[src/rtl/pc_next_gen.sv]
// Next-PC generator and instruction-fetch handshake controller. The PC register
// itself has no enable or reset, so every hold and the reset vector come from here.
module pc_next_gen #(
  parameter int unsigned       WORD         = 32,
  parameter logic [WORD-1:0]   RESET_VECTOR = 32'h0000_0000,
  parameter logic [WORD-1:0]   EXC_VECTOR   = 32'h8000_0180
) (
  input  logic            clk,
  input  logic            rst_n,
  input  logic [WORD-1:0] curr,
  output logic [WORD-1:0] next,
  output logic            imem_req,
  input  logic            imem_ready,
  input  logic            stall,
  input  logic            br_taken,
  input  logic [WORD-1:0] br_target,
  input  logic            j_valid,
  input  logic [WORD-1:0] j_target,
  input  logic            exc,
  output logic            flush_ifid,
  output logic [31:0]     fetch_count
);

  typedef enum logic [1:0] {StIdle, StFetch, StWait} state_e;

  state_e          state_q, state_d;
  logic            pend_valid_q, pend_valid_d;
  logic [1:0]      pend_prio_q, pend_prio_d;
  logic [WORD-1:0] pend_target_q, pend_target_d;
  logic [31:0]     count_q, count_d;

  logic            new_valid, new_wins, fetch_done, redirect, flush;
  logic [1:0]      new_prio;
  logic [WORD-1:0] new_target, next_raw;

  always_comb begin
    new_valid = exc | br_taken | j_valid;
    // Priority encoding: exc=3 > branch=2 > jump=1; branch is the older instruction.
    if (exc) begin
      new_prio   = 2'd3;
      new_target = EXC_VECTOR;
    end else if (br_taken) begin
      new_prio   = 2'd2;
      new_target = br_target;
    end else if (j_valid) begin
      new_prio   = 2'd1;
      new_target = j_target;
    end else begin
      new_prio   = 2'd0;
      new_target = '0;
    end
    // Ties go to the newer redirect.
    new_wins   = new_valid && (!pend_valid_q || (new_prio >= pend_prio_q));
    fetch_done = (state_q != StIdle) && imem_ready;
    redirect   = fetch_done && (new_valid || pend_valid_q);

    state_d       = state_q;
    pend_valid_d  = pend_valid_q;
    pend_prio_d   = pend_prio_q;
    pend_target_d = pend_target_q;
    count_d       = count_q;
    next_raw      = curr;
    flush         = 1'b0;

    unique case (state_q)
      StIdle: begin
        next_raw = RESET_VECTOR;
        state_d  = StFetch;
      end
      StFetch, StWait: state_d = imem_ready ? StFetch : StWait;
      default:         state_d = StIdle;
    endcase

    if (fetch_done) begin
      if (redirect) begin
        next_raw     = new_wins ? new_target : pend_target_q;
        flush        = 1'b1;
        pend_valid_d = 1'b0;
      end else if (stall) begin
        next_raw = curr;
      end else begin
        next_raw = curr + WORD'(4);
        count_d  = count_q + 32'd1;
      end
    end else if ((state_q != StIdle) && new_wins) begin
      pend_valid_d  = 1'b1;
      pend_prio_d   = new_prio;
      pend_target_d = new_target;
    end
  end

  assign next        = {next_raw[WORD-1:2], 2'b00};
  assign imem_req    = (state_q != StIdle);
  assign flush_ifid  = flush;
  assign fetch_count = count_q;

  always_ff @(posedge clk or negedge rst_n) begin
    if (!rst_n) begin
      state_q       <= StIdle;
      pend_valid_q  <= 1'b0;
      pend_prio_q   <= 2'd0;
      pend_target_q <= '0;
      count_q       <= '0;
    end else begin
      state_q       <= state_d;
      pend_valid_q  <= pend_valid_d;
      pend_prio_q   <= pend_prio_d;
      pend_target_q <= pend_target_d;
      count_q       <= count_d;
    end
  end

endmodule
[config.mk]
export PLATFORM = sky130hd
export DESIGN_NAME = pc_next_gen
export DESIGN_NICKNAME = d
export VERILOG_FILES = /design/src/rtl/pc_next_gen.sv
export SDC_FILE = /design/constraint.sdc
export NUM_CORES = 1
export LEC_CHECK = 0
export CELL_PAD_IN_SITES_DETAIL_PLACEMENT = 1
export CELL_PAD_IN_SITES_GLOBAL_PLACEMENT = 1
export CORE_UTILIZATION = 35
export DETAILED_ROUTE_END_ITERATION = 16
export PLACE_DENSITY = 0.93
export SETUP_SLACK_MARGIN = 0.15
export SKIP_CTS_REPAIR_TIMING = 1
export SYNTH_ARGS = -nofsm -noshare
export SYNTH_HDL_FRONTEND = slang
export SYNTH_SLANG_ARGS = --single-unit
[constraint.sdc]
create_clock -name clk -period 6.51 [get_ports clk]
set_input_delay 0.651 -clock clk [delete_from_list [all_inputs] [get_ports clk]]
set_output_delay 0.651 -clock clk [all_outputs]
set_load 0.02 [all_outputs]
# Word level (Yosys, flattened, before mapping)
# Index checks and enable logic that the tools add are counted.
# classes
addsub	2
order_cmp	1
eq_ne	3
n_mux	18
bitwise	5
reduce_logical	14
# op_table
operator	n
32-bit 2-to-1 mux	8
32-bit by 1-bit adder with 32-bit output, second input constant	1
32-bit by 3-bit adder with 32-bit output, second input constant	1
1-bit 2-to-1 mux	6
2-bit 2-to-1 mux	3
1-bit logical AND	4
2-bit case mux with 2 select lines	1
2-bit AND reduction	2
2-bit nonzero test	2
1-bit NOT	3
3-bit AND reduction	1
2-bit by 1-bit equality test with 1-bit output, second input constant	1
2-bit equality test, second input constant	1
2-bit greater-or-equal comparator	1
2-bit zero test	1
1-bit logical OR	2
2-bit by 1-bit != test with 1-bit output, second input constant	1
1-bit OR	2
2-bit OR reduction	1
1-bit zero test	1
# totals
regBits	69
in_bits	103
out_inout_bits	66

# Depth between registers and ports, before layout
# logic_depth
word_depth	9
depth_mapped	14
depth_no_buf	9

# Worst setup path before layout
# Ideal clock, no wire load.
# synth_path
kind	input port to output port
startpoint	input j_valid
endpoint	output next[28]
t_arrival_ps	3345
required_ps	5859
path_slack_ps	2514
path_stages	13
cell_sequence	buf_6 nor2b_1 clkbuf_1 clkbuf_1 nor2_1 ha_1 nand2b_1 a21oi_1 or2_2 clkbuf_1 buf_1 a41oi_1 a31oi_1
# synth_between
elab_chain_len	9
# synth_rtl
item	line	text
start: declaration	17	input logic j_valid,
1-bit 2-to-1 mux	45	end else if (j_valid) begin
2-bit 2-to-1 mux	42	end else if (br_taken) begin
2-bit 2-to-1 mux	39	if (exc) begin
2-bit greater-or-equal comparator	53	new_wins = new_valid && (!pend_valid_q || (new_prio >= pend_prio_q));
1-bit logical OR	53	
1-bit logical AND	53	
32-bit 2-to-1 mux	76	next_raw = new_wins ? new_target : pend_target_q;
32-bit 2-to-1 mux (*)	75	if (redirect) begin
32-bit 2-to-1 mux (*)	74	if (fetch_done) begin
end: declaration	11	output logic [WORD-1:0] next,
# Every way passes the cells marked *; elsewhere a longest branch is shown, timed or not.

# Worst setup path after layout
# layout_path
startpoint	input j_valid
endpoint	output next[9]
# Same word-level chain as after synthesis.

==> metrics.txt <==
Final Max Tran Viols=0; actual slew at the worst max-slew pin=0.9562 ns; sequential-to-total area share from yosys stat=35.52%; slack of the worst reg-to-reg path=3.70 ns; count of unique library cells instantiated by Yosys=58; adder and majority gate portion of the synthesized area=1.590%; dpl hpwl=14,180 µm; power density of the placed cells=293.9 nW/µm²; DRC Markers=2; clock-pin slew on the worst setup and hold paths=0.05 ns; Data required, critical path=5.86 ns; crit path DAT=4.49 ns; commonest cells in the synthesized netlist=nand2_1 (138), dfrtp_1 (67), nor2_1 (59); Clock Skews=0.008821 ns; EDFF count, synth=0; f_max=194.4 MHz; CTS buffer count=9; cell at the root of the clock tree=clkbuf_16; critical path startpoint category=primary input; critical-path cell list=clkdlybuf4s50_1, nor2b_1, buf_4, nor2_1, ha_1, nand2b_1, a21oi_1, nor2_2, buf_4, mux2_2, nand2_1, o311ai_0, clkdlybuf4s50_1; Synth Area in Simple Gates=30.32%; 1st-iter DRT viols=365; filler instances=1,583; maximum number of pins on one net before global-route repair=68; fraction of the core area covered by cells at the end of the flow=51.19%; relative max-transition margin=36.19%; clk sinks=67; Top FF cell, synth=dfrtp_1; cell count after placement=916; main combinational cell family by area after synthesis=simple AND/OR/NAND/NOR gates; fraction of the mapped netlist area in compound gates=19.24%; final setup violation count=0; RSZ-0062 raised after global routing=no; post-synth design cell area=4721 µm²; slowest CP cell=clkdlybuf4s50_1; Min Clock Period, post-route=5.144 ns; max cap viols=0; reg-to-reg critical path startpoint=pend_valid_q$_DFFE_PN0P_; Nets=860; Horiz. Die Dim=118.1 µm; Crit. Startpoint=j_valid; proportion of layout cells with a drive suffix above 1=5.556%; via count=5,416; die area=13,960 µm²; maximum cell stage delay along the critical path=0.72 ns; average wire per cell in the routed design=20.31 µm; Core Rows=42; portion of synthesized cell area occupied by the leading cell type=35.52%; Crit Path Category=in -> out; failing checks=design-rule violations; top-level port count=169; status=finished, violations left; layout overhead on the synthesized area=43.02%; length of the first detailed-routing pass in iterations=11; mean instance size in the synthesized netlist=7.803 µm²; fin crit share=79.02%; VDD IR max=0.1279 mV; leakage component of the power=2.828 nW; share of synthesized area spent on multiplexers=2.862%; xor and xnor fraction of the mapped netlist area=5.937%; library cell with the largest summed area after synthesis=dfrtp_1; total of buffers placed on input and output ports=160; final global-route overflow total=0; drt total wl=18,930 µm; vias in the first global route=5,793; leading cell types by total area after synthesis=dfrtp_1 (36%), nand2_1 (11%), xnor2_1 (5.2%); number of standard cells in the layout, taps in and fillers out=932; vias per std cell=5.811; Hold Path Class=reg -> reg; H-Tree Level Count=3; number of antenna-violating nets in the routed design=0; Starting Density=35.79%; register bit count reported by yosys=67; total global-route track usage=27.93%; Routability Congestion=0.9135; async set or reset register ratio after synthesis=100.0%; initial antenna violation count=0; clock latency at the later pin of the worst-skew pair=0.34 ns; Final Hold Vio Count=0; number of warnings issued by yosys=0; deepest clock path buffer count=2; Min-Delay Startpoint=fetch_count[31]$_DFFE_PN0P_; TritonCTS clock tree=built; diode count=0; Placeable Area=13,190 µm²; Worst setup EP type=output pin; post-route setup TNS=0 ns; top fanout value on the critical path=26; global-route wire length before repair=30,570 µm; vertical die dimension=118.1 µm; top-count cell post-synth=nand2_1; cell count after synthesis=605
[worst max-delay path, delay by kind of cell]
kind,cells,cell delay [ns]
AO/OA/AOI/OAI,2,0.34
adder cells (fa/ha/maj),1,0.30
buffers and inverters,4,1.98
multiplexers,1,0.37
AND/OR/NAND/NOR,5,0.83
[stage by stage]
| stage | power, W | hold WS, ns | cell area, µm² | worst slack [ns] |
|---|---|---|---|---|
| 2_1_floorplan | 0.001083 | 0.3554 | 4725 | 2.514 |
| 3_3_place_gp | 0.001427 | 0.4552 | 6456 | 1.567 |
| 3_5_place_dp | 0.001478 | 0.4625 | 6456 | 1.472 |
| 4_1_cts | 0.001984 | 0.4761 | 6751 | 1.408 |
| 5_1_grt | 0.002082 | 0.5056 | 6751 | 1.164 |
| 6_report | 0.001984 | 0.4764 | 6751 | 1.366 |
[sequential cells by signal, indices dropped and copies added, names as in the netlist]
register / flops
fetch_count: 32
pend_target_q: 30
pend_prio_q: 2
state_q: 2
pend_valid_q: 1
[placed cells by master, fill, tap and decap left out, drive strengths merged, types with 5 or more instances in the layout]
master,n
and4,5
buf,11
a31oi,10
o21ai,26
dfrtp,67
and3,12
inv,11
xnor2,28
nand4,14
nor3,15
a22oi,29
nand3,28
a21o,5
ha,6
or4,5
nor2,60
nand2,138
mux2i,9
clkdlybuf4s50,159
a221o,7
a21oi,24
a32oi,5
clkbuf,11
and2,5
[area by class of cell]
class	count	area [µm²]	share of cell area, %
inverters	12	45.04	0.6672
well taps	176	220.2	3.262
multi-input cells	491	2843	42.11
repair buffers	170	1672	24.76
flip-flops and latches	67	1677	24.83
clock buffers	11	242.7	3.595
clock inverters	5	52.55	0.7784
[path summary, 6_finish.rpt]
path,end,cells after the start
setup / recovery,next[9],13
hold / removal,fetch_count[31]$_DFFE_PN0P_,1
setup reg to reg,fetch_count[27]$_DFFE_PN0P_,6
hold reg to reg,fetch_count[31]$_DFFE_PN0P_,1
max in group asynchronous,pend_target_q[27]$_DFFE_PN0P_,2
min in group asynchronous,fetch_count[23]$_DFFE_PN0P_,2
[per-layer routing]
metal / vias up / part of all wire (%) / track usage [%]
met3: 66 / 6.6 / 5.888
met5: - / 0 / 0
li1: 2459 / - / -
met1: 2641 / 40 / 33.47
met2: 250 / 48 / 46.54
met4: 0 / 4.8 / 15.54
[kinds of logic (layout without fill, tap and decap cells)]
kind of cell	count (synthesis)	in the layout
adder cells (fa/ha/maj)	6	6
flip-flops	67	67
AND/OR/NAND/NOR	305	305
AO/OA/AOI/OAI	133	133
other	1	2
buffers and inverters	48	198
multiplexers	13	13
XOR/XNOR	32	32
[power by group]
part / total (W) / internal [W] / leakage, nW / switching, W
Combinational: 0.000886 / 0.000353 / 1.78 / 0.000534
Sequential: 0.000606 / 0.000529 / 0.901 / 0.0000765
Clock: 0.000492 / 0.000305 / 0.145 / 0.000187
Note: power is estimated with default switching activity, not from simulation.
